==> config.mk <==
export PLATFORM = sky130hd
export DESIGN_NAME = avaliador_nota_tempo
export DESIGN_NICKNAME = d
export VERILOG_FILES = /design/src/rtl/avaliador_nota_tempo_pkg.sv /design/src/rtl/avaliador_nota_tempo_codificador_botoes.sv /design/src/rtl/avaliador_nota_tempo.sv
export SDC_FILE = /design/constraint.sdc
export NUM_CORES = 1
export LEC_CHECK = 0
export CAP_MARGIN = 20
export CORE_MARGIN = 5
export CORE_UTILIZATION = 45
export DETAILED_ROUTE_END_ITERATION = 8
export PLACE_DENSITY = 0.74
export SYNTH_ARGS = -nofsm -noshare
export SYNTH_HDL_FRONTEND = slang
export SYNTH_SLANG_ARGS = --single-unit
==> constraint.sdc <==
create_clock -name clock -period 12.6 [get_ports clock]
set_clock_uncertainty 0.1 [all_clocks]
set_input_delay 2.52 -clock clock [delete_from_list [all_inputs] [get_ports clock]]
set_output_delay 2.52 -clock clock [all_outputs]
set_load 0.01 [all_outputs]
==> src/rtl/avaliador_nota_tempo_pkg.sv <==
// avaliador_nota_tempo_pkg: FSM state codes and width helpers for the note/duration evaluator.
// Rev 1.0
`default_nettype none

package avaliador_nota_tempo_pkg;

  // The state codes are also the values driven on db_estado.
  typedef enum logic [2:0] {
    OCIOSO    = 3'd0,
    ESPERA    = 3'd1,
    MEDINDO   = 3'd2,
    AVALIA    = 3'd3,
    RESULTADO = 3'd4
  } estado_t;

  function automatic int nota_w_de(input int num_botoes);
    return (num_botoes > 1) ? $clog2(num_botoes) : 1;
  endfunction

  // One extra bit keeps esp + tolerance from wrapping at the largest duration code.
  function automatic int dur_w_de(input int tempo_w, input int unidade, input int tol_alto);
    return $clog2(((1 << tempo_w) - 1) * unidade + tol_alto + 1) + 1;
  endfunction

endpackage

`default_nettype wire

==> src/rtl/avaliador_nota_tempo_codificador_botoes.sv <==
// codificador_botoes: lowest pressed index, any-pressed and more-than-one flags.
// Rev 1.0
`default_nettype none

module codificador_botoes #(
  parameter int NUM_BOTOES = 12,
  parameter int NOTA_W     = 4
) (
  input  logic [NUM_BOTOES-1:0] botoes,
  output logic [NOTA_W-1:0]     indice,
  output logic                  algum,
  output logic                  multiplos
);

  // Scan from the top so the lowest set bit is the last one written.
  always_comb begin
    indice = '0;
    for (int i = NUM_BOTOES - 1; i >= 0; i--) begin
      if (botoes[i]) indice = NOTA_W'(i);
    end
  end

  assign algum     = |botoes;
  assign multiplos = |(botoes & (botoes - NUM_BOTOES'(1)));

endmodule

`default_nettype wire

==> src/rtl/avaliador_nota_tempo.sv <==
// avaliador_nota_tempo: measures which button is held and for how long, then grades the press.
// Rev 1.0
`default_nettype none

module avaliador_nota_tempo
  import avaliador_nota_tempo_pkg::*;
#(
  parameter int CLOCK_FREQ     = 5000,
  parameter int NUM_BOTOES     = 12,
  parameter int TEMPO_W        = 4,
  parameter int UNIDADE_CICLOS = CLOCK_FREQ / 4,
  parameter int TOL_BAIXO      = CLOCK_FREQ / 10,
  parameter int TOL_ALTO       = CLOCK_FREQ / 4,
  parameter int TIMEOUT_CICLOS = 5 * CLOCK_FREQ,
  // Derived widths; leave at their defaults.
  parameter int NOTA_W         = nota_w_de(NUM_BOTOES),
  parameter int DUR_W          = dur_w_de(TEMPO_W, UNIDADE_CICLOS, TOL_ALTO)
) (
  input  logic                  clock,
  input  logic                  reset,
  input  logic                  habilita,
  input  logic [NUM_BOTOES-1:0] botoes,
  input  logic [NOTA_W-1:0]     nota_esperada,
  input  logic [TEMPO_W-1:0]    tempo_esperado,
  input  logic                  tolerancia_on,
  output logic                  pronto,
  output logic                  nota_correta,
  output logic                  tempo_correto,
  output logic                  timeout,
  output logic                  multiplas,
  output logic [NOTA_W-1:0]     nota_medida,
  output logic [DUR_W-1:0]      duracao_medida,
  output logic [2:0]            db_estado
);

  localparam int ESPERA_W = $clog2(TIMEOUT_CICLOS + 1);
  localparam logic [ESPERA_W-1:0] LIMITE_ESPERA = ESPERA_W'(TIMEOUT_CICLOS);
  localparam logic [DUR_W-1:0] UNIDADE = DUR_W'(UNIDADE_CICLOS);
  localparam logic [DUR_W-1:0] MEIA_U  = DUR_W'(UNIDADE_CICLOS / 2);
  localparam logic [DUR_W-1:0] TOL_B   = DUR_W'(TOL_BAIXO);
  localparam logic [DUR_W-1:0] TOL_A   = DUR_W'(TOL_ALTO);

  estado_t               estado;
  logic [NOTA_W-1:0]     nota_esp_q;
  logic [TEMPO_W-1:0]    tempo_esp_q;
  logic                  tol_q;
  logic [NUM_BOTOES-1:0] padrao;
  logic [ESPERA_W-1:0]   cnt_espera;

  logic [NOTA_W-1:0]     indice;
  logic                  algum;
  logic                  multiplos;

  codificador_botoes #(
    .NUM_BOTOES (NUM_BOTOES),
    .NOTA_W     (NOTA_W)
  ) u_codificador (
    .botoes    (botoes),
    .indice    (indice),
    .algum     (algum),
    .multiplos (multiplos)
  );

  logic [ESPERA_W-1:0] espera_prox;
  logic [DUR_W-1:0]    esp;
  logic [DUR_W-1:0]    tol_min, tol_max, est_min, est_max;
  logic                tempo_ok;

  assign espera_prox = cnt_espera + ESPERA_W'(1);
  assign esp         = DUR_W'(tempo_esp_q) * UNIDADE;
  // Lower bounds floor at zero rather than wrapping for short expected durations.
  assign tol_min     = (esp > TOL_B)  ? esp - TOL_B  : '0;
  assign tol_max     = esp + TOL_A;
  assign est_min     = (esp > MEIA_U) ? esp - MEIA_U : '0;
  assign est_max     = esp + MEIA_U;
  assign tempo_ok    = (duracao_medida != '1) &&
                       (tol_q ? (duracao_medida >= tol_min && duracao_medida <= tol_max)
                              : (duracao_medida >= est_min && duracao_medida <  est_max));

  assign db_estado = estado;

  always_ff @(posedge clock) begin
    if (reset) begin
      estado         <= OCIOSO;
      pronto         <= 1'b0;
      nota_correta   <= 1'b0;
      tempo_correto  <= 1'b0;
      timeout        <= 1'b0;
      multiplas      <= 1'b0;
      nota_medida    <= '0;
      duracao_medida <= '0;
      nota_esp_q     <= '0;
      tempo_esp_q    <= '0;
      tol_q          <= 1'b0;
      padrao         <= '0;
      cnt_espera     <= '0;
    end else begin
      pronto <= 1'b0;
      case (estado)
        OCIOSO: begin
          if (habilita) begin
            estado         <= ESPERA;
            nota_correta   <= 1'b0;
            tempo_correto  <= 1'b0;
            timeout        <= 1'b0;
            multiplas      <= 1'b0;
            nota_medida    <= '0;
            duracao_medida <= '0;
            nota_esp_q     <= nota_esperada;
            tempo_esp_q    <= tempo_esperado;
            tol_q          <= tolerancia_on;
            cnt_espera     <= '0;
          end
        end
        ESPERA: begin
          cnt_espera <= espera_prox;
          if (!habilita) begin
            estado <= OCIOSO;
          end else if (algum) begin
            // A press on the timeout edge still wins.
            estado         <= MEDINDO;
            duracao_medida <= DUR_W'(1);
            nota_medida    <= indice;
            multiplas      <= multiplos;
            padrao         <= botoes;
          end else if (espera_prox >= LIMITE_ESPERA) begin
            estado        <= RESULTADO;
            timeout       <= 1'b1;
            nota_correta  <= 1'b0;
            tempo_correto <= 1'b0;
            multiplas     <= 1'b0;
          end
        end
        MEDINDO: begin
          if (!habilita) begin
            estado         <= OCIOSO;
            multiplas      <= 1'b0;
            nota_medida    <= '0;
            duracao_medida <= '0;
          end else if (algum) begin
            if (duracao_medida != '1) duracao_medida <= duracao_medida + DUR_W'(1);
            if (botoes != padrao) multiplas <= 1'b1;
          end else begin
            estado <= AVALIA;
          end
        end
        AVALIA: begin
          estado        <= RESULTADO;
          nota_correta  <= !multiplas && (nota_medida == nota_esp_q);
          tempo_correto <= tempo_ok;
        end
        RESULTADO: begin
          estado <= OCIOSO;
          pronto <= 1'b1;
        end
        default: estado <= OCIOSO;
      endcase
    end
  end

endmodule

`default_nettype wire

==> results_dict.tcl, run 1 <==
set metrics [dict create \
    synth_area_leaders "dfxtp_1 (20%), ha_1 (17%), nand2_1 (6.2%)" \
    yosysTopAreaCellShare_pct 20.4 \
    relSlewSlack_pct 29.5 \
    postRouteAntennaNets 0 \
    dpl_worst_slack_ps 6470 \
    num_vias 5925 \
    ys_seq_area_share_pct 20.4 \
    postLayoutCellArea_um2 7130 \
    avgRoutedWirePerCell_um 16.3 \
    clkTransAtPathRegs_ps 50 \
    yosysWarningCount 0 \
    grt_max_degree 54 \
    num_rows 43 \
    drt_first_iter_violations 504 \
    min_period_ps 6200 \
    dp_hpwl_mm 12.6 \
    gr-total-overflow 0 \
    setup_violations 0 \
    max-vdd-ir-drop_v 0.0000891 \
    hold_class "reg2reg" \
    cts_buffers 9 \
    whs_ps 365 \
    synth_area_leader_cell "dfxtp_1" \
    path_cells "inv_1, fa_1, inv_1, ha_1, inv_1, fa_1, xor2_1, o21ai_0, a211oi_1, o21a_1, a41oi_2, and2_1, ha_1, nor2b_1, o221ai_1, a21oi_1, o41ai_1, a221oi_1, o21ai_0, o21ai_0" \
    place.gp.congestion 0.921 \
    htree_num_levels 3 \
    antenna_cells 0 \
    stdcell_count 1025 \
    first_pass_iters 5 \
    min_period_over_period_pct 49.2 \
    cts_resized 0 \
    drive_above_1_share_pct 4.38 \
    tightest_slew_ps 1050 \
    wl_mm 16.7 \
    dieArea_um2 16400 \
    cp-end-kind "register" \
    numClockSinks 64 \
    syn_area_per_cell_um2 7.64 \
    syn_inst 820 \
    grt_pass1_wl_mm 27.0 \
    pwr_density_cell_nw_per_um2 94.0 \
    dp_cells 1009 \
    cp_top_family "compound AO/OA/AOI/OAI gates" \
    initial_core_util_pct 45.5 \
    io_pins 52 \
    clk_path_buf_depth 2 \
    syn_to_final_growth_pct 13.9 \
    hold_violations 0 \
    crit_required_ps 12710 \
    drcViolationCount 0 \
    clk_latency_ps 340 \
    postCtsSetupBuffers 0 \
    setup_ws_ps 6400 \
    layout_commonest_cell "nand2_1" \
    synth_nets 934 \
    fmax_ghz 0.161 \
    synth-edff-count 0 \
    leakage_nw 2.77 \
    die_y_um 128 \
    start_kind "register" \
    rsz0062_at_grt "false" \
    arrival_ps 6320 \
    cts_root_buffer "clkbuf_16" \
    antenna_found_initial 0 \
    utilization_pct 51.8 \
    grt_pass1_vias 5436 \
    track_usage_pct 20.2 \
    dpl_cell_area_um2 6820 \
    cap_violations 0 \
    avgViaCountPerCell 5.78 \
    netlist_area_um2 6270 \
    tns_ps 0 \
    numPortBuffers 51 \
    path_buf_inv 3 \
    synth_cell_type_count 66 \
    finalMaxSlewViolations 0 \
    holdBufCountCts 0 \
    finish.net_count 955 \
    synthArstFlopShare_pct 0 \
    synth_seq_cells 64 \
    outcome "finished clean" \
    yosys_most_used_dff "dfxtp_1" \
    slowest_stage "xor2_1" \
    die_x_um 128 \
    power_mw 0.671 \
    path_max_fanout 15 \
    cts_tree "built" \
    coreArea_um2 13800 \
    max_stage_delay_ps 840 \
    layout_common_cells "nand2_1 (103), ha_1 (87), a21oi_1 (77), dfxtp_1 (64), nor2_1 (59)" \
    crit_type "reg2reg" \
]
[worst register-to-register path: stages (launching register included)]
cell and delay (ps):
dfxtp_1 520, inv_1 300, fa_1 570, inv_1 50
ha_1 310, inv_1 70, fa_1 460, xor2_1 840
o21ai_0 340, a211oi_1 530, o21a_1 190, a41oi_2 120
and2_1 320, ha_1 260, nor2b_1 130, o221ai_1 180
a21oi_1 90, o41ai_1 300, a221oi_1 150, o21ai_0 150
o21ai_0 100
[area by class of cell]
cell class,instances,area [um^2]
Fill cell,1349,6640
Multi-Input combinational cell,680,4670
Sequential cell,64,1280
Timing Repair Buffer,56,543
Clock buffer,12,267
Tap cell,180,225
Inverter,30,113
Clock inverter,3,40.0
[worst paths after layout]
path / slack (ps) / cells past startpoint / to / from
setup / recovery: 6400 / 20 / tempo_correto$_SDFFE_PP0P_ / tempo_esp_q[2]$_SDFFE_PP0P_
hold / removal: 370 / 2 / padrao[7]$_SDFFE_PP0P_ / padrao[7]$_SDFFE_PP0P_
setup reg to reg: 6400 / 20 / tempo_correto$_SDFFE_PP0P_ / tempo_esp_q[2]$_SDFFE_PP0P_
hold reg to reg: 370 / 2 / padrao[7]$_SDFFE_PP0P_ / padrao[7]$_SDFFE_PP0P_
[Yosys cell counts, drive strengths merged (2+ instances only)]
master and number:
o21a 5, clkbuf 33, a311oi 2, or3 10, maj3 2, nand3 32
a41oi 3, dfxtp 64, nor4b 5, a221oi 2, o21bai 4, nand4 19
nand3b 7, nor2 59, o31ai 4, o21ai 47, fa 3, ha 87
o41ai 2, inv 30, and2 6, nor3 27, nor4 10, a32oi 2
a31oi 11, buf 13, a211oi 9, and3 8, and4 6, nor2b 9
o221ai 2, o211ai 6, a21oi 77, or3b 2, xnor2 42, nand2 103
o311ai 3, a21o 9, or2 3, nor3b 3, or4 3, nand2b 11
xor2 27
[sequential cells by signal, indices dropped and copies added, names as in the netlist]
signal          flops
cnt_espera         15
nota_medida         4
nota_correta        1
multiplas           1
timeout             1
db_estado           3
nota_esp_q          4
tempo_correto       1
pronto              1
tol_q               1
duracao_medida     16
tempo_esp_q         4
padrao             12
[layer usage]
layer  GRT usage (%)  part of all wire (%)
met5               0                     0
met4            8.18                   3.0
met3            4.38                   6.1
met2            31.9                    45
met1            26.9                    46
[cells by family after synthesis]
| logic type | after synthesis | synth area share [%] |
|---|---|---|
| AND/OR/NAND/NOR | 324 | 26.6 |
| AO/OA/AOI/OAI | 194 | 19.4 |
| adder cells (fa/ha/maj) | 92 | 18.7 |
| buffers and inverters | 76 | 5.09 |
| XOR/XNOR | 69 | 9.64 |
| flip-flops | 64 | 20.4 |
| multiplexers | 1 | 0.160 |
[power by group]
part | internal, mW | switching (mW) | total (mW) | leakage, nW
Sequential | 0.207 | 0.00702 | 0.214 | 0.518
Clock | 0.167 | 0.0873 | 0.254 | 0.154
Combinational | 0.0798 | 0.122 | 0.202 | 2.10
Total | 0.454 | 0.217 | 0.671 | 2.77
No activity file was read; power rests on OpenSTA's default activity.
==> inputs of run 2 (changes only) <==
==> constraint.sdc (replaced) <==
create_clock -name clock -period 5.96 [get_ports clock]
set_clock_uncertainty 0.1 [all_clocks]
set_input_delay 1.192 -clock clock [delete_from_list [all_inputs] [get_ports clock]]
set_output_delay 1.192 -clock clock [all_outputs]
set_load 0.01 [all_outputs]
==> run 2 against run 1 <==
  * Clock power is 120% higher
  * Global-route usage shrank 0.46 points
  * Non-clock buffer count is 6 higher
  * Critical endpoint unchanged
  * Critical path depth did not move
  * Largest power group unchanged
  * Worst hold slack improved by 2.6 ps
  * Sequential share of layout area shrank 0.15 points
  * Maximum frequency up 14%
  * Cell count grew 0.68%
==> results_dict.tcl, run 2 (synthesis gave the netlist of run 1 again) <==
set metrics [dict create \
    outcome "finished clean" \
    clk_path_buf_depth 2 \
    finalMaxSlewViolations 0 \
    avgRoutedWirePerCell_um 16.0 \
    postRouteAntennaNets 0 \
    grt_pass1_wl_mm 26.7 \
    crit_required_ps 6130 \
    initial_core_util_pct 45.5 \
    htree_num_levels 3 \
    stdcell_count 1032 \
    grt_max_degree 54 \
    cts_resized 0 \
    dpl_cell_area_um2 6870 \
    drt_first_iter_violations 389 \
    die_x_um 128 \
    postLayoutCellArea_um2 7200 \
    dieArea_um2 16400 \
    num_vias 5981 \
    grt_pass1_vias 5481 \
    place.gp.congestion 0.973 \
    fmax_ghz 0.184 \
    min_period_ps 5440 \
    antenna_cells 0 \
    clk_latency_ps 340 \
    arrival_ps 5610 \
    num_rows 43 \
    holdBufCountCts 0 \
    pwr_density_cell_nw_per_um2 201 \
    layout_common_cells "nand2_1 (103), ha_1 (87), a21oi_1 (77), dfxtp_1 (64), nor2_1 (59)" \
    dp_hpwl_mm 12.5 \
    io_pins 52 \
    setup_violations 0 \
    tns_ps 0 \
    coreArea_um2 13800 \
    fillCellCount 1359 \
    syn_to_final_growth_pct 14.8 \
    max-vdd-ir-drop_v 0.000139 \
    crit_type "reg2reg" \
    dp_cells 1016 \
    antenna_found_initial 0 \
    hold_violations 0 \
    die_y_um 128 \
    min_period_over_period_pct 91.2 \
    relSlewSlack_pct 35.0 \
    top_regs "duracao_medida x16, cnt_espera x15, padrao x12" \
    drcViolationCount 0 \
    cap_violations 0 \
    path_max_fanout 16 \
    hold_class "reg2reg" \
    avgViaCountPerCell 5.80 \
    gr-total-overflow 0 \
    clkTransAtPathRegs_ps 50 \
    cp-end-kind "register" \
    finish.net_count 961 \
    numClockSinks 64 \
    first_pass_iters 5 \
    cts_tree "built" \
    tightest_slew_ps 972 \
    rsz0062_at_grt "false" \
    largest-register "duracao_medida" \
    track_usage_pct 19.8 \
    postCtsSetupBuffers 0 \
    cts_root_buffer "clkbuf_16" \
    numPortBuffers 51 \
    drive_above_1_share_pct 5.05 \
    leakage_nw 2.80 \
    largest_register_ffs 16 \
    cts_buffers 9 \
    wl_mm 16.5 \
    start_kind "register" \
    layout_commonest_cell "nand2_1" \
]
-- run 2: changes by cell type in the layout (fill, tap and decap cells not counted) --
cell,before,now
clkinvlp_4,0,2
clkbuf_8,3,1
clkbuf_1,0,1
bufinv_16,1,2
buf_4,5,11
clkinv_2,2,1
-- run 2: metal layers --
metal | GRT usage (%) | up-vias | wire length (um)
met5 | 0 | - | 0
met4 | 5.31 | 0 | 273
met3 | 4.17 | 28 | 895
met2 | 32.5 | 174 | 7620
met1 | 26.3 | 2784 | 7740
li1 | - | 2995 | -
-- run 2: per-stage QoR --
step	power (mW)	hold WS, ps	utilization (%)	worst slack (ps)
after CTS	1.45	367	52.2	586
after global routing	1.53	382	52.2	117
after floorplan	0.772	348	-	1140
final	1.45	368	52.2	523
after global placement	0.877	354	49.9	698
after detailed placement	0.881	359	49.9	602
-- run 2: final cells by class --
type	count	area, um^2	area share, %
Sequential cell	64	1280	17.8
Timing Repair Buffer	62	588	8.17
Multi-Input combinational cell	680	4670	64.8
Clock inverter	5	80.1	1.11
Tap cell	180	225	3.13
Inverter	30	113	1.56
Clock buffer	11	243	3.37
-- run 2: worst max-delay path: stages, from the launching register on --
cell	delay, ps
dfxtp_1	440
inv_1	240
fa_1	570
inv_1	40
ha_1	300
ha_1	300
a21o_1	160
a21oi_1	290
xnor2_1	160
buf_4	240
a211oi_1	120
o21a_1	210
a41oi_2	560
o21ai_0	250
ha_1	360
nand4_1	100
nor4_1	290
o41ai_1	110
a221oi_1	320
o21ai_0	110
o21ai_0	70
-- run 2: worst paths after layout --
kind	endpoint	slack, ps	cells past startpoint	start
max	tempo_correto$_SDFFE_PP0P_	520	20	tempo_esp_q[1]$_SDFFE_PP0P_
min	nota_esp_q[3]$_SDFFE_PP0P_	370	2	nota_esp_q[3]$_SDFFE_PP0P_
max reg2reg	tempo_correto$_SDFFE_PP0P_	520	20	tempo_esp_q[1]$_SDFFE_PP0P_
min reg2reg	nota_esp_q[3]$_SDFFE_PP0P_	370	2	nota_esp_q[3]$_SDFFE_PP0P_
-- run 2: power by group --
part / internal [mW] / switching [mW] / leakage (nW)
Clock: 0.376 / 0.194 / 0.152
Combinational: 0.172 / 0.255 / 2.13
Sequential: 0.437 / 0.0116 / 0.518
==> inputs of run 3 (changes only) <==
--- a/config.mk
+++ b/config.mk
@@ -5,7 +5,6 @@
 export SDC_FILE = /design/constraint.sdc
 export NUM_CORES = 1
 export LEC_CHECK = 0
-export CAP_MARGIN = 20
 export CORE_MARGIN = 5
 export CORE_UTILIZATION = 45
 export DETAILED_ROUTE_END_ITERATION = 8
==> results of run 3 <==
The final DEF is identical to that of run 2; final timing and power are the same.
